===== src/rtl/fetch_unit_if.sv =====
// Fetch unit bus bundle: PC unit, instruction memory, hazard inputs and IF/ID outputs.
// When FETCH_PERF_EN is defined the bundle also carries the fetch/miss counters.
interface fetch_unit_if;
  logic [31:0] pcout;
  logic        pcenable;
  logic        imemREN;
  logic [31:0] imemaddr;
  logic        ihit;
  logic [31:0] imemload;
  logic        stall;
  logic        flush;
  logic        halt;
  logic [31:0] ifid_instr;
  logic [31:0] ifid_npc;
  logic        ifid_valid;
`ifdef FETCH_PERF_EN
  logic [31:0] fetch_count;
  logic [31:0] miss_count;
`endif

  // Fetch unit side
  modport master (
    input  pcout, ihit, imemload, stall, flush, halt,
    output pcenable, imemREN, imemaddr, ifid_instr, ifid_npc, ifid_valid
`ifdef FETCH_PERF_EN
    , output fetch_count, miss_count
`endif
  );

  // Environment side (PC unit, memory, hazard unit, decode)
  modport slave (
    output pcout, ihit, imemload, stall, flush, halt,
    input  pcenable, imemREN, imemaddr, ifid_instr, ifid_npc, ifid_valid
`ifdef FETCH_PERF_EN
    , input fetch_count, miss_count
`endif
  );
endinterface


===== src/rtl/fetch_unit.sv =====
// Instruction fetch controller feeding the IF/ID register.
// States: FETCH (reading at pcout), HOLD (returned word parked while decode stalls),
// DRAIN (waiting out a read orphaned by a flush), HALTED (sticky until reset).
// Optional feature macro: FETCH_PERF_EN adds fetch_count / miss_count counters.
module fetch_unit (
  input  logic         CLK,
  input  logic         nRST,
  fetch_unit_if.master bus
);

  typedef enum logic [1:0] {FETCH, HOLD, DRAIN, HALTED} state_t;

  state_t      state_q, state_d;
  logic [31:0] ifid_instr_q, ifid_instr_d;
  logic [31:0] ifid_npc_q, ifid_npc_d;
  logic        ifid_valid_q, ifid_valid_d;
  logic [31:0] hold_instr_q, hold_instr_d;
  logic [31:0] hold_npc_q, hold_npc_d;
  logic [31:0] drain_addr_q, drain_addr_d;
  logic        halt_pend_q, halt_pend_d;

  logic        pcen_c;
  logic        ren_c;
  logic [31:0] addr_c;
  logic [31:0] npc_c;

  // PC+4 wraps naturally in 32 bits
  assign npc_c = bus.pcout + 32'd4;

  // State and data registers; reset clears IF/ID, hold buffer and drain address
  always_ff @(posedge CLK or posedge nRST) begin
    if (nRST) begin
      state_q      <= FETCH;
      ifid_instr_q <= 32'd0;
      ifid_npc_q   <= 32'd0;
      ifid_valid_q <= 1'b0;
      hold_instr_q <= 32'd0;
      hold_npc_q   <= 32'd0;
      drain_addr_q <= 32'd0;
      halt_pend_q  <= 1'b0;
    end else begin
      state_q      <= state_d;
      ifid_instr_q <= ifid_instr_d;
      ifid_npc_q   <= ifid_npc_d;
      ifid_valid_q <= ifid_valid_d;
      hold_instr_q <= hold_instr_d;
      hold_npc_q   <= hold_npc_d;
      drain_addr_q <= drain_addr_d;
      halt_pend_q  <= halt_pend_d;
    end
  end

  // Next-state and memory/PC handshake; priority is flush > stall > normal
  always_comb begin
    state_d      = state_q;
    ifid_instr_d = ifid_instr_q;
    ifid_npc_d   = ifid_npc_q;
    ifid_valid_d = ifid_valid_q;
    hold_instr_d = hold_instr_q;
    hold_npc_d   = hold_npc_q;
    drain_addr_d = drain_addr_q;
    halt_pend_d  = halt_pend_q;
    pcen_c       = 1'b0;
    ren_c        = 1'b0;
    addr_c       = 32'd0;

    case (state_q)
      FETCH: begin
        ren_c  = 1'b1;
        addr_c = bus.pcout;
        if (bus.flush) begin
          pcen_c       = 1'b1;
          ifid_instr_d = 32'd0;
          ifid_npc_d   = 32'd0;
          ifid_valid_d = 1'b0;
          hold_instr_d = 32'd0;
          hold_npc_d   = 32'd0;
          halt_pend_d  = 1'b0;
          if (!bus.ihit) begin
            // The read at pcout is still in flight; its data must be thrown away
            drain_addr_d = bus.pcout;
            state_d      = DRAIN;
          end
        end else if (bus.ihit) begin
          pcen_c = 1'b1;
          if (bus.stall) begin
            hold_instr_d = bus.imemload;
            hold_npc_d   = npc_c;
            halt_pend_d  = bus.halt;
            state_d      = HOLD;
          end else begin
            ifid_instr_d = bus.imemload;
            ifid_npc_d   = npc_c;
            ifid_valid_d = 1'b1;
            if (bus.halt) state_d = HALTED;
          end
        end else if (!bus.stall) begin
          ifid_instr_d = 32'd0;
          ifid_npc_d   = 32'd0;
          ifid_valid_d = 1'b0;
        end
      end

      HOLD: begin
        if (bus.flush) begin
          pcen_c       = 1'b1;
          ifid_instr_d = 32'd0;
          ifid_npc_d   = 32'd0;
          ifid_valid_d = 1'b0;
          hold_instr_d = 32'd0;
          hold_npc_d   = 32'd0;
          halt_pend_d  = 1'b0;
          state_d      = FETCH;
        end else if (!bus.stall) begin
          ifid_instr_d = hold_instr_q;
          ifid_npc_d   = hold_npc_q;
          ifid_valid_d = 1'b1;
          hold_instr_d = 32'd0;
          hold_npc_d   = 32'd0;
          halt_pend_d  = 1'b0;
          state_d      = halt_pend_q ? HALTED : FETCH;
        end
      end

      DRAIN: begin
        ren_c  = 1'b1;
        addr_c = drain_addr_q;
        if (bus.flush) begin
          pcen_c       = 1'b1;
          ifid_instr_d = 32'd0;
          ifid_npc_d   = 32'd0;
          ifid_valid_d = 1'b0;
          hold_instr_d = 32'd0;
          hold_npc_d   = 32'd0;
          halt_pend_d  = 1'b0;
        end else begin
          if (bus.ihit) state_d = FETCH;
          if (!bus.stall) begin
            ifid_instr_d = 32'd0;
            ifid_npc_d   = 32'd0;
            ifid_valid_d = 1'b0;
          end
        end
      end

      HALTED: begin
        if (bus.flush || !bus.stall) begin
          ifid_instr_d = 32'd0;
          ifid_npc_d   = 32'd0;
          ifid_valid_d = 1'b0;
        end
      end

      default: state_d = FETCH;
    endcase
  end

  assign bus.pcenable   = nRST ? 1'b0  : pcen_c;
  assign bus.imemREN    = nRST ? 1'b0  : ren_c;
  assign bus.imemaddr   = nRST ? 32'd0 : addr_c;
  assign bus.ifid_instr = ifid_instr_q;
  assign bus.ifid_npc   = ifid_npc_q;
  assign bus.ifid_valid = ifid_valid_q;

`ifdef FETCH_PERF_EN
  logic [31:0] fetch_count_q, fetch_count_d;
  logic [31:0] miss_count_q, miss_count_d;
  logic        accept_c;
  logic        miss_c;

  // Count words when they land in IF/ID, so words later flushed from hold never count
  always_comb begin
    accept_c = 1'b0;
    miss_c   = 1'b0;
    if (state_q == FETCH && bus.ihit && !bus.flush && !bus.stall) accept_c = 1'b1;
    if (state_q == HOLD && !bus.flush && !bus.stall) accept_c = 1'b1;
    if ((state_q == FETCH || state_q == DRAIN) && !bus.ihit) miss_c = 1'b1;
    fetch_count_d = fetch_count_q + {31'd0, accept_c};
    miss_count_d  = miss_count_q + {31'd0, miss_c};
  end

  // Wrapping performance counters
  always_ff @(posedge CLK or posedge nRST) begin
    if (nRST) begin
      fetch_count_q <= 32'd0;
      miss_count_q  <= 32'd0;
    end else begin
      fetch_count_q <= fetch_count_d;
      miss_count_q  <= miss_count_d;
    end
  end

  assign bus.fetch_count = fetch_count_q;
  assign bus.miss_count  = miss_count_q;
`endif

endmodule


===== src/flat_wrapper.sv =====
// flat-port wrapper written by rule: the top's interface ports become plain ports
module fetch_unit_flat 
  (CLK, nRST, bus_pcout, bus_ihit, bus_imemload, bus_stall, bus_flush, bus_halt, bus_pcenable, bus_imemREN, bus_imemaddr, bus_ifid_instr, bus_ifid_npc, bus_ifid_valid);
  fetch_unit_if bus_i ();
  input  logic CLK;
  input  logic nRST;
  input wire logic [$bits(bus_i.pcout)-1:0] bus_pcout;
  input wire logic [$bits(bus_i.ihit)-1:0] bus_ihit;
  input wire logic [$bits(bus_i.imemload)-1:0] bus_imemload;
  input wire logic [$bits(bus_i.stall)-1:0] bus_stall;
  input wire logic [$bits(bus_i.flush)-1:0] bus_flush;
  input wire logic [$bits(bus_i.halt)-1:0] bus_halt;
  output wire logic [$bits(bus_i.pcenable)-1:0] bus_pcenable;
  output wire logic [$bits(bus_i.imemREN)-1:0] bus_imemREN;
  output wire logic [$bits(bus_i.imemaddr)-1:0] bus_imemaddr;
  output wire logic [$bits(bus_i.ifid_instr)-1:0] bus_ifid_instr;
  output wire logic [$bits(bus_i.ifid_npc)-1:0] bus_ifid_npc;
  output wire logic [$bits(bus_i.ifid_valid)-1:0] bus_ifid_valid;
  assign bus_i.pcout = bus_pcout;
  assign bus_i.ihit = bus_ihit;
  assign bus_i.imemload = bus_imemload;
  assign bus_i.stall = bus_stall;
  assign bus_i.flush = bus_flush;
  assign bus_i.halt = bus_halt;
  assign bus_pcenable = bus_i.pcenable;
  assign bus_imemREN = bus_i.imemREN;
  assign bus_imemaddr = bus_i.imemaddr;
  assign bus_ifid_instr = bus_i.ifid_instr;
  assign bus_ifid_npc = bus_i.ifid_npc;
  assign bus_ifid_valid = bus_i.ifid_valid;
  fetch_unit u_core (.CLK(CLK), .nRST(nRST), .bus(bus_i));
endmodule

===== config.mk =====
export PLATFORM = sky130hd
export DESIGN_NAME = fetch_unit_flat
export DESIGN_NICKNAME = d
export VERILOG_FILES = /design/src/rtl/fetch_unit_if.sv /design/src/rtl/fetch_unit.sv /design/src/flat_wrapper.sv
export SDC_FILE = /design/constraint.sdc
export NUM_CORES = 1
export LEC_CHECK = 0
export ABC_AREA = 1
export CAP_MARGIN = 20
export CORE_AREA = 3 3 152 169
export CTS_CLUSTER_SIZE = 12
export DETAILED_ROUTE_END_ITERATION = 10
export DIE_AREA = 0 0 155 172
export PLACE_DENSITY = 0.57
export SLEW_MARGIN = 20
export SYNTH_ARGS = -nofsm -noshare
export SYNTH_HDL_FRONTEND = slang
export SYNTH_SLANG_ARGS = --single-unit

===== constraint.sdc =====
create_clock -name CLK -period 17.1 [get_ports CLK]
set_clock_uncertainty 0.15 [all_clocks]
set_input_delay 5.13 -clock CLK [delete_from_list [all_inputs] [get_ports CLK]]
set_output_delay 5.13 -clock CLK [all_outputs]
set_load 0.05 [all_outputs]

==> impl_metrics.json <==
{
  "power_density_nw_per_um2": 164,
  "cts_hold_buffers": 0,
  "num_vias": 7701,
  "grt-busiest-layer": "met2",
  "reg2reg_setup_slack_ns": 13.07,
  "synth.area.top_cells": "sky130_fd_sc_hd__dfrtp_1, sky130_fd_sc_hd__nand2_1, sky130_fd_sc_hd__o21ai_0",
  "clock_tree.buffer_depth": 2,
  "critical_path_required_ns": 11.82,
  "grt_util_met2_pct": 32.2,
  "grt_overflow": 0,
  "relative_slew_slack_pct": 31.4,
  "grt_util_overall_pct": 19.8,
  "top_area_cell_type_share_of_the_netlist_area_pct": 48.8,
  "grt_pass1_vias": 7626,
  "total_switching_power_mw": 0.790,
  "worst_r2r_path_depth": 10,
  "start_util_pct": 34.7,
  "port_buffers": 168,
  "clock_tree.htree_level_count": 4,
  "crit_path_max_incr_delay_ns": 0.74,
  "syn_area_per_cell_um2": 8.12,
  "post-route-drc-count": 0,
  "run_status": "complete, no violations",
  "power.leakage_nw": 4.85,
  "tightestPinTransition_ns": 1.03,
  "first_pass_grt_wire_length_um": 42000,
  "rsz0062_at_grt": "no",
  "yosysWarningCount": 0,
  "number_of_violations_of_the_max_capacitance_limit": 0,
  "cell_with_the_largest_stage_delay_on_the_worst_path": "sky130_fd_sc_hd__clkdlybuf4s50_1",
  "timing_worst_setup_path_type": "in -> out",
  "critical_path_peak_fanout": 16,
  "timing.setup.tns_ns": 0,
  "number_of_antenna_violations_at_the_first_check_in_global_routing": 0,
  "design_area_um2": 10900,
  "min_period_over_period_pct": 73.6,
  "synthDominantAreaCellType": "sky130_fd_sc_hd__dfrtp_1",
  "worstPathBufferInverterCount": 2,
  "rows": 60,
  "r2r-end": "u_core.hold_npc_q[28]",
  "fin_hold_ws_ns": 0.333,
  "dpl-instance-area_um2": 10300,
  "fmax_mhz": 79.5,
  "postSynthNetCount": 1112,
  "cts.reportedPaths.clkPinSlew_ns": 0.07,
  "die_height_um": 172,
  "met3_usage_pct": 3.75,
  "yosysSeqAreaShare_pct": 48.8,
  "place_worst_setup_slack_ns": 4.53,
  "die_x_um": 155,
  "fin_nets": 1249,
  "ratio_of_cells_with_drive_above_1_in_the_final_layout_pct": 6.41,
  "power.share.clock_pct": 21.9,
  "layout_min_cycle_time_ns": 12.59,
  "globalplace.congestion": 0.844,
  "mappedNetlistArea_um2": 8420,
  "ctsRootBufferMaster": "sky130_fd_sc_hd__clkbuf_16",
  "detailedRoute.firstPassIterationCount": 5,
  "floorplan.io_pins": 169,
  "numClockSinks": 164,
  "drtIter0Drc": 450,
  "synth.distinct_cells": 40,
  "dominantRegCellSynth": "sky130_fd_sc_hd__dfrtp_1",
  "grt_max_degree": 101,
  "cp-start-kind": "input port",
  "final.setup.worst_slack_ns": 4.51,
  "placedCellCount": 1463,
  "viasPerCell": 5.15,
  "finalHoldViolCount": 0,
  "grtUsageMet1_pct": 26.6,
  "setup-violations-final": 0,
  "hp-class": "reg -> reg",
  "cp.depth": 4,
  "insertion_delay_ns": 0.43,
  "cts.repair.resized": 0,
  "worst_ir_drop_vdd_uv": 69.9,
  "layout.cells.most_common_list": "sky130_fd_sc_hd__nand2_1, sky130_fd_sc_hd__clkdlybuf4s50_1, sky130_fd_sc_hd__dfrtp_1",
  "postSynthRegisterBits": 164,
  "critical_path.top_delay_family": "buffers and inverters",
  "crit_chain": "clkdlybuf4s50_1, nor2_2, nor4_1, clkdlybuf4s50_1",
  "timing.final.max_slew_violations": 0,
  "pwr-share-comb_pct": 43.5,
  "cp-startpoint": "bus_flush",
  "antenna_cells": 0,
  "flow.area_growth_from_synthesis_pct": 29.2,
  "reg2reg_from": "u_core.state_q[0]",
  "post-route-util_pct": 44.8,
  "power_frac_seq_pct": 34.6,
  "total_setup_buffers_inserted_after_cts": 0,
  "total_power_of_the_final_layout_mw": 1.78,
  "most_common_cell_after_layout_fill_and_taps_aside": "sky130_fd_sc_hd__nand2_1",
  "die_outline_area_um2": 26700,
  "finish.cell_count_without_fillers": 1496,
  "syn_inst": 1036,
  "cts_tree": "yes",
  "p_int_mw": 0.990,
  "endpoint": "bus_pcenable",
  "place.detailed.hpwl_um": 17400,
  "asyncSetResetFlopFracSynth_pct": 100,
  "crit_path_frequent_cell": "sky130_fd_sc_hd__clkdlybuf4s50_1",
  "timing.critical_path.arrival_ns": 7.31,
  "sw_frac_of_total_pct": 44.4,
  "cp-end-kind": "output port",
  "avgRoutedWirePerCell_um": 17.6,
  "synth-edff-count": 0,
  "total_cts_buffers": 17,
  "postRouteWirelength_um": 26400,
  "ant_nets": 0,
  "core-area_um2": 24200
}
metal layers:
layer / share of wire (%) / routed length, um
met1: 46 / 12100
met2: 46 / 12100
met3: 5.8 / 1520
met4: 2.1 / 557
met5: 0 / 0
power groups by stage:
stage / Clock (mW) / Combinational [mW] / Sequential [mW]
2_1_floorplan: 0 / 0.427 / 0.725
3_3_place_gp: 0 / 0.772 / 0.618
3_5_place_dp: 0 / 0.776 / 0.622
4_1_cts: 0.398 / 0.780 / 0.616
5_1_grt: 0.414 / 0.841 / 0.636
6_report: 0.389 / 0.774 / 0.617
state kept, by name, summed over array words and instances (netlist names):
signal and cells:
u_core.state_q 2, u_core.hold_npc_q 32, u_core.bus.ifid_instr 32, u_core.hold_instr_q 32, u_core.halt_pend_q 1, u_core.drain_addr_q 32
u_core.bus.ifid_valid 1, u_core.bus.ifid_npc 32
worst min path at each step:
stage / slack [ns] / start / depth (start not counted) / end
6_report: 0.33 / u_core.bus.ifid_instr[27] / 2 / u_core.bus.ifid_instr[27]
5_1_grt: 0.37 / u_core.bus.ifid_instr[19] / 2 / u_core.bus.ifid_instr[19]
4_1_cts: 0.34 / u_core.bus.ifid_instr[27] / 2 / u_core.bus.ifid_instr[27]
3_5_place_dp: 0.32 / u_core.bus.ifid_instr[27] / 2 / u_core.bus.ifid_instr[27]
3_3_place_gp: 0.31 / u_core.bus.ifid_instr[15] / 2 / u_core.bus.ifid_instr[15]
2_1_floorplan: 0.30 / u_core.drain_addr_q[0] / 2 / u_core.drain_addr_q[0]
cells in the mapped netlist, drive strengths merged (2+ instances only):
cell type and number:
nand2 325, dfrtp 164, o21ai 103, inv 72, nor2 61, nand3 56, a21oi 45, a22oi 42
a22o 40, buf 32, clkbuf 25, o22ai 15, xor2 13, mux2 10, a21boi 7, or2 7
ha 6, nor3 3, a2bb2oi 2
cell families (layout without fill, tap and decap cells):
| family | Yosys count | after routing | synth area share (%) |
|---|---|---|---|
| simple gates | 454 | 454 | 21.9 |
| flops | 164 | 164 | 48.8 |
| fa+ha+maj | 6 | 6 | 0.892 |
| mux | 10 | 10 | 1.34 |
| compound gates | 259 | 259 | 19.1 |
| buf+inv | 130 | 280 | 6.62 |
| xor+xnor | 13 | 13 | 1.35 |
worst register-to-register path: stages (launching register included):
cell and delay [ns]:
sky130_fd_sc_hd__dfrtp_1 0.41, sky130_fd_sc_hd__inv_1 0.10, sky130_fd_sc_hd__ha_2 0.18, sky130_fd_sc_hd__buf_4 0.29
sky130_fd_sc_hd__nand2_2 0.28, sky130_fd_sc_hd__nor2_1 0.11, sky130_fd_sc_hd__nor3_4 0.78, sky130_fd_sc_hd__nand2_2 0.60
sky130_fd_sc_hd__clkinv_2 0.71, sky130_fd_sc_hd__nand3_1 0.23, sky130_fd_sc_hd__o21ai_0 0.13
final cells by class:
type                       instances  area, um2
clock buffer                      17        425
sequential                       164       4100
inverter                          73        283
tap                              310        388
timing repair buffer             175       1750
multi-input combinational        742       3770
fill                            2407      13400
clock inverter                    15        160
Power figures use the tool's default switching activity.
